$ cat src/rtl/mem_write_arbiter.sv
// Round-robin arbiter for the single write port of Mem between two requesters.
// After reset it optionally sweeps every address with zero before taking traffic.
module mem_write_arbiter #(
   parameter int unsigned ADDR_SIZE      = 4,
   parameter int unsigned BYTE_SIZE      = 8,
   parameter bit          CLEAR_ON_RESET = 1'b1
) (
   input  logic                 clock,
   input  logic                 reset_n,
   input  logic                 req0,
   input  logic [ADDR_SIZE-1:0] addr0,
   input  logic [BYTE_SIZE-1:0] data0,
   output logic                 gnt0,
   input  logic                 req1,
   input  logic [ADDR_SIZE-1:0] addr1,
   input  logic [BYTE_SIZE-1:0] data1,
   output logic                 gnt1,
   output logic                 busy,
   output logic                 wen,
   output logic [ADDR_SIZE-1:0] waddr,
   output logic [BYTE_SIZE-1:0] wdata
);

   typedef enum logic {StInit, StRun} state_e;

   state_e               state;
   logic                 prio;
   logic [ADDR_SIZE-1:0] cnt;

   logic elig0, elig1, any_elig, pick1;

   // A requester whose grant is currently showing is masked so a held request
   // is not written twice.
   always_comb begin
      elig0    = req0 & ~gnt0;
      elig1    = req1 & ~gnt1;
      any_elig = elig0 | elig1;
      pick1    = elig1 & (~elig0 | prio);
   end

   assign busy = (state == StInit);

   always_ff @(posedge clock or negedge reset_n) begin
      if (!reset_n) begin
         state <= CLEAR_ON_RESET ? StInit : StRun;
         prio  <= 1'b0;
         cnt   <= '0;
         wen   <= 1'b0;
         waddr <= '0;
         wdata <= '0;
         gnt0  <= 1'b0;
         gnt1  <= 1'b0;
      end else begin
         unique case (state)
            StInit: begin
               wen   <= 1'b1;
               waddr <= cnt;
               wdata <= '0;
               gnt0  <= 1'b0;
               gnt1  <= 1'b0;
               cnt   <= cnt + 1'b1;
               if (cnt == '1) begin
                  state <= StRun;
               end
            end
            StRun: begin
               if (any_elig) begin
                  wen   <= 1'b1;
                  gnt0  <= ~pick1;
                  gnt1  <= pick1;
                  prio  <= ~pick1;
                  waddr <= pick1 ? addr1 : addr0;
                  wdata <= pick1 ? data1 : data0;
               end else begin
                  wen  <= 1'b0;
                  gnt0 <= 1'b0;
                  gnt1 <= 1'b0;
               end
            end
            default: begin
               state <= StRun;
            end
         endcase
      end
   end

endmodule

$ cat config.mk
export PLATFORM = sky130hd
export DESIGN_NAME = mem_write_arbiter
export DESIGN_NICKNAME = d
export VERILOG_FILES = /design/src/rtl/mem_write_arbiter.sv
export SDC_FILE = /design/constraint.sdc
export NUM_CORES = 1
export LEC_CHECK = 0
export ABC_AREA = 1
export ABC_CLOCK_PERIOD_IN_PS = 2200
export CAP_MARGIN = 5
export CORE_MARGIN = 1
export CORE_UTILIZATION = 45
export DETAILED_ROUTE_END_ITERATION = 8
export PLACE_DENSITY_LB_ADDON = 0.12
export SYNTH_ARGS = -nofsm -noshare
export SYNTH_HDL_FRONTEND = slang
export SYNTH_SLANG_ARGS = --single-unit
$ cat constraint.sdc
create_clock -name clock -period 2.2 [get_ports clock]
set_clock_uncertainty 0.2 [all_clocks]
set_input_delay 0.33 -clock clock [delete_from_list [all_inputs] [get_ports clock]]
set_output_delay 0.33 -clock clock [all_outputs]
set_load 0.02 [all_outputs]
## After elaboration in Yosys (flattened, before gate mapping)

Index checks and enable logic that the tools add are counted.

- Flip-flop bits (word level): 21
- Output and inout bits: 16
- Bits of input ports: 28
- Word-level logic and storage cells: 36

- Multiplexer cells: 14
- Eq/ne operators: 2
- Bitwise logic cells: 10
- $add $sub $neg: 1
- Reductions and logical operators: 1

Operators by type and width:

| operator | number |
|---|---|
| 2-to-1 mux 8 bit | 2 |
| case mux 8 bit (2 select lines) | 1 |
| 2-to-1 mux 4 bit | 2 |
| case mux 4 bit (2 select lines) | 1 |
| case mux 1 bit (2 select lines) | 3 |
| 2-to-1 mux 1 bit | 5 |
| NOT 1 bit | 5 |
| adder 4 x 1 -> 4 bit (second input constant) | 1 |
| == test 4 bit (second input constant) | 1 |
| bitwise AND 1 bit | 3 |
| inequality test 2 x 1 -> 1 bit (second input constant) | 1 |
| bitwise OR 1 bit | 2 |
| AND reduction 2 bit | 1 |

## Longest topological paths before layout

- Word-level depth: 8
- Mapped depth: 8
- Mapped depth without buffers: 7

## Least setup slack after synthesis

OpenSTA, ideal clock, no wires.

- Path type: register to register
- Start: reg gnt1
- End: reg waddr[0]
- Data arrival time: 1.114 ns
- Clock period less this slack: 1.432 ns
- Required time: 1.883 ns
- Slack: 0.768 ns
- Library setup time: 0.117 ns
- Stages on the path, launching flop included: 9
- Path buffers: 1
- Path through: dfrtp_1 inv_1 nand2_2 inv_1 nand2_2 buf_2 nand2_1 nand3_1 nand2_1

- Word-level cells in the longest chain between the ends: 6
- Elaborated cells on any way between the ends: 8
- Classes of those cells: eq/ne: 1; mux: 3; bitwise: 4

Ends and longest elaborated chain:

| what | line | RTL |
|---|---|---|
| start, declared | 17 | `output logic gnt1,` |
| start signal, assigned | 70 | `gnt1 <= pick1;` |
| NOT 1 bit (*) | 36 | `elig1 = req1 & ~gnt1;` |
| bitwise AND 1 bit (*) | 36 |  |
| bitwise AND 1 bit | 38 | `pick1 = elig1 & (~elig0 \| prio);` |
| 2-to-1 mux 4 bit | 72 | `waddr <= pick1 ? addr1 : addr0;` |
| 2-to-1 mux 4 bit | 67 | `if (any_elig) begin` |
| case mux 4 bit (2 select lines) | 54 | `unique case (state)` |
| end signal, assigned | 57 | `waddr <= cnt;` |
| end signal, assigned | 72 |  |
| end, declared | 20 | `output logic [ADDR_SIZE-1:0] waddr,` |

Every way passes the cells marked *; elsewhere a longest branch is shown, timed or not. The select of a mux whose other input is x is not followed.
A chain may end at the register's enable or synchronous reset.

## Final worst setup path

- Start: reg wdata[7]
- End: out wdata[7]

RTL lines:

| what | line | RTL |
|---|---|---|
| start, declared | 21 | `output logic [BYTE_SIZE-1:0] wdata` |
| start signal, assigned | 73 | `wdata <= pick1 ? data1 : data0;` |

No word-level cell between the ends.

==> results.py <==
metrics = {
    "layout": {
        "final_cell_mix": "42 x clkdlybuf4s50_1, 40 x inv_1, 39 x nand2_1",
        "mostFrequentLayoutCell": "clkdlybuf4s50_1",
        "nets": 233,
        "final_area_mm2": 0.00161,
        "drive_gt1_share_pct": 5.42,
        "diodes": 0,
        "syn_to_final_growth_pct": 43.9,
        "layout.cells.non_filler": 231,
    },
    "route": {
        "wl_per_cell_um": 10.6,
        "firstDrtPassIters": 4,
        "via_per_inst": 4.66,
        "drtIter0Drc": 13,
        "drcViolationCount": 0,
        "antenna_left": 0,
        "drt-total-wl_um": 2460,
        "vias": 1076,
    },
    "critical_path": {
        "worstSetupPathType": "reg -> out",
        "cp_slowest_cell": "clkdlybuf4s50_1",
        "crit_buf_inv": 1,
        "cp.arrival_ns": 1.32,
        "critPathCaptureType": "output port",
        "required_ns": 1.67,
        "cp_cell_sequence": "clkdlybuf4s50_1",
        "critPathMaxStageDelay_ns": 0.62,
        "cp_max_fo": 2,
        "crit_family": "buffers and inverters",
        "crit_path_start_kind": "register",
    },
    "grt": {
        "grt_antenna_before_repair": 0,
        "grt_pass1_vias": 988,
        "grt_first_pass_wirelength_um": 3990,
        "grt_max_degree": 22,
        "track_usage_pct": 20.9,
        "grt_overflow": 0,
    },
    "sta": {
        "setup_viol": 0,
        "hold_violations": 0,
        "tightest_slew_ns": 0.346,
        "fmax_mhz": 540,
        "rsz0062_at_grt": "false",
        "maxSlewViolCount": 0,
        "min_period_ns": 1.85,
        "setup_ws_ns": 0.347,
        "post-route-period-util_pct": 84.2,
        "relSlewSlack_pct": 76.9,
        "final.setup.tns_ns": 0,
    },
    "place": {
        "place_inst": 227,
        "place_congestion": 0.738,
        "place_area_mm2": 0.00158,
        "portBuffers": 43,
        "dp_slack_ns": 0.381,
        "hpwl_um": 1940,
    },
    "flow_run": {
        "maxCapViolCount": 0,
    },
    "clock_tree": {
        "cts_num_sinks": 21,
        "numCtsBuffers": 3,
        "cts-root-buf": "clkbuf_4",
        "cts_tree": "yes",
        "cts_buffer_depth": 2,
        "clk_pin_slew_ns": 0.12,
        "worstSkewPairLatency_ns": 0.31,
        "htree_levels": 1,
    },
    "floorplanning": {
        "dieHeight_um": 51.9,
        "start_util_pct": 49.3,
        "core.rowCount": 17,
        "io_pins": 44,
        "core_mm2": 0.00228,
        "fp.dieW_um": 51.9,
        "die-area_mm2": 0.00269,
    },
    "pwr": {
        "intPower_w": 0.000731,
        "p_leak_nw": 0.901,
        "netSwitchingPower_w": 0.000396,
        "p_per_area_mw_per_mm2": 699,
        "swShare_pct": 35.1,
        "clkPwrFrac_pct": 16.9,
        "p_comb_share_pct": 39.5,
        "p_seq_share_pct": 43.7,
        "vdd_drop_max_uv": 401,
    },
    "outcome": {
        "run_status": "finished clean",
    },
    "synth": {
        "ys_ff_latch": 21,
        "postSynthCellCount": 157,
        "ys_seq_area_share_pct": 46.9,
        "synth_warnings": 0,
        "yosysUniqueCellTypes": 13,
        "avgSynthCellArea_um2": 7.14,
        "syn_nets": 186,
        "netlist_area_mm2": 0.00112,
    },
    "min_path": {
        "holdCritPathClass": "in -> async",
    },
}
## cells in the mapped netlist, drive strengths merged
cell type / n / area [um^2]
xor2: 2 / 17.5
dfrtp: 21 / 526
buf: 4 / 26.3
inv: 41 / 154
nor2: 16 / 60.1
nand2: 41 / 159
a21oi: 1 / 16.3
nand3: 28 / 140
o21ai: 2 / 10.0
ha: 1 / 12.5
## routing by layer
layer / GRT usage, % / vias up / share of wire, %
li1: - / 551 / -
met1: 22.6 / 483 / 42
met2: 38.7 / 37 / 50
met3: 3.80 / 5 / 6.2
met4: 9.46 / 0 / 1.8
met5: 0 / - / 0
## state kept, by name, indices dropped and copies added (netlist names)
register  flops
prio          1
gnt1          1
wen           1
cnt           4
wdata         8
state         1
gnt0          1
waddr         4
## worst paths after layout
check	to	slack (ns)	from	cells after the start
worst max-delay path	wdata[7]	0.35	wdata[7]	1
worst min-delay path	prio	0.14	reset_n	2
worst max register to register	wdata[7]	0.77	gnt0	6
worst min register to register	wdata[3]	0.30	wdata[3]	2
max in group asynchronous	cnt[3]	1.45	reset_n	2
min in group clock	wdata[3]	0.30	wdata[3]	2
## layout make-up
cell class | instances | area [um^2]
Tap cell | 28 | 35.0
Sequential cell | 21 | 526
Fill cell | 193 | 663
Clock inverter | 1 | 5.00
Timing Repair Buffer | 46 | 455
Inverter | 41 | 154
Clock buffer | 3 | 22.5
Multi-Input combinational cell | 91 | 415
## power groups by stage
stage                     Clock, W  Sequential [W]  Combinational, W
final                     0.000190        0.000492          0.000445
after global routing      0.000205        0.000500          0.000486
after CTS                 0.000192        0.000492          0.000448
after detailed placement         0        0.000497          0.000449
after global placement           0        0.000497          0.000439
after floorplan                  0        0.000572          0.000155
## repair_timing
item	in CTS	in global routing
setup endpoints to repair	0	1
hold buffers	0	0
buffers inserted	0	0
gates resized for setup	0	1
## metrics by stage
step / power, W / hold WS, ns / util (%)
after floorplan: 0.000727 / -0.166 / -
after global placement: 0.000937 / 0.268 / 69.5
after detailed placement: 0.000945 / 0.271 / 69.5
after CTS: 0.00113 / 0.153 / 70.8
after global routing: 0.00119 / 0.163 / 70.9
final: 0.00113 / 0.138 / 70.9
## kinds of logic after synthesis
logic type / share of synthesized area (%)
flops: 46.9
xor+xnor: 1.56
simple gates: 32.0
buf+inv: 16.1
fa+ha+maj: 1.12
compound gates: 2.34
Note: power is estimated with default switching activity, not from simulation.
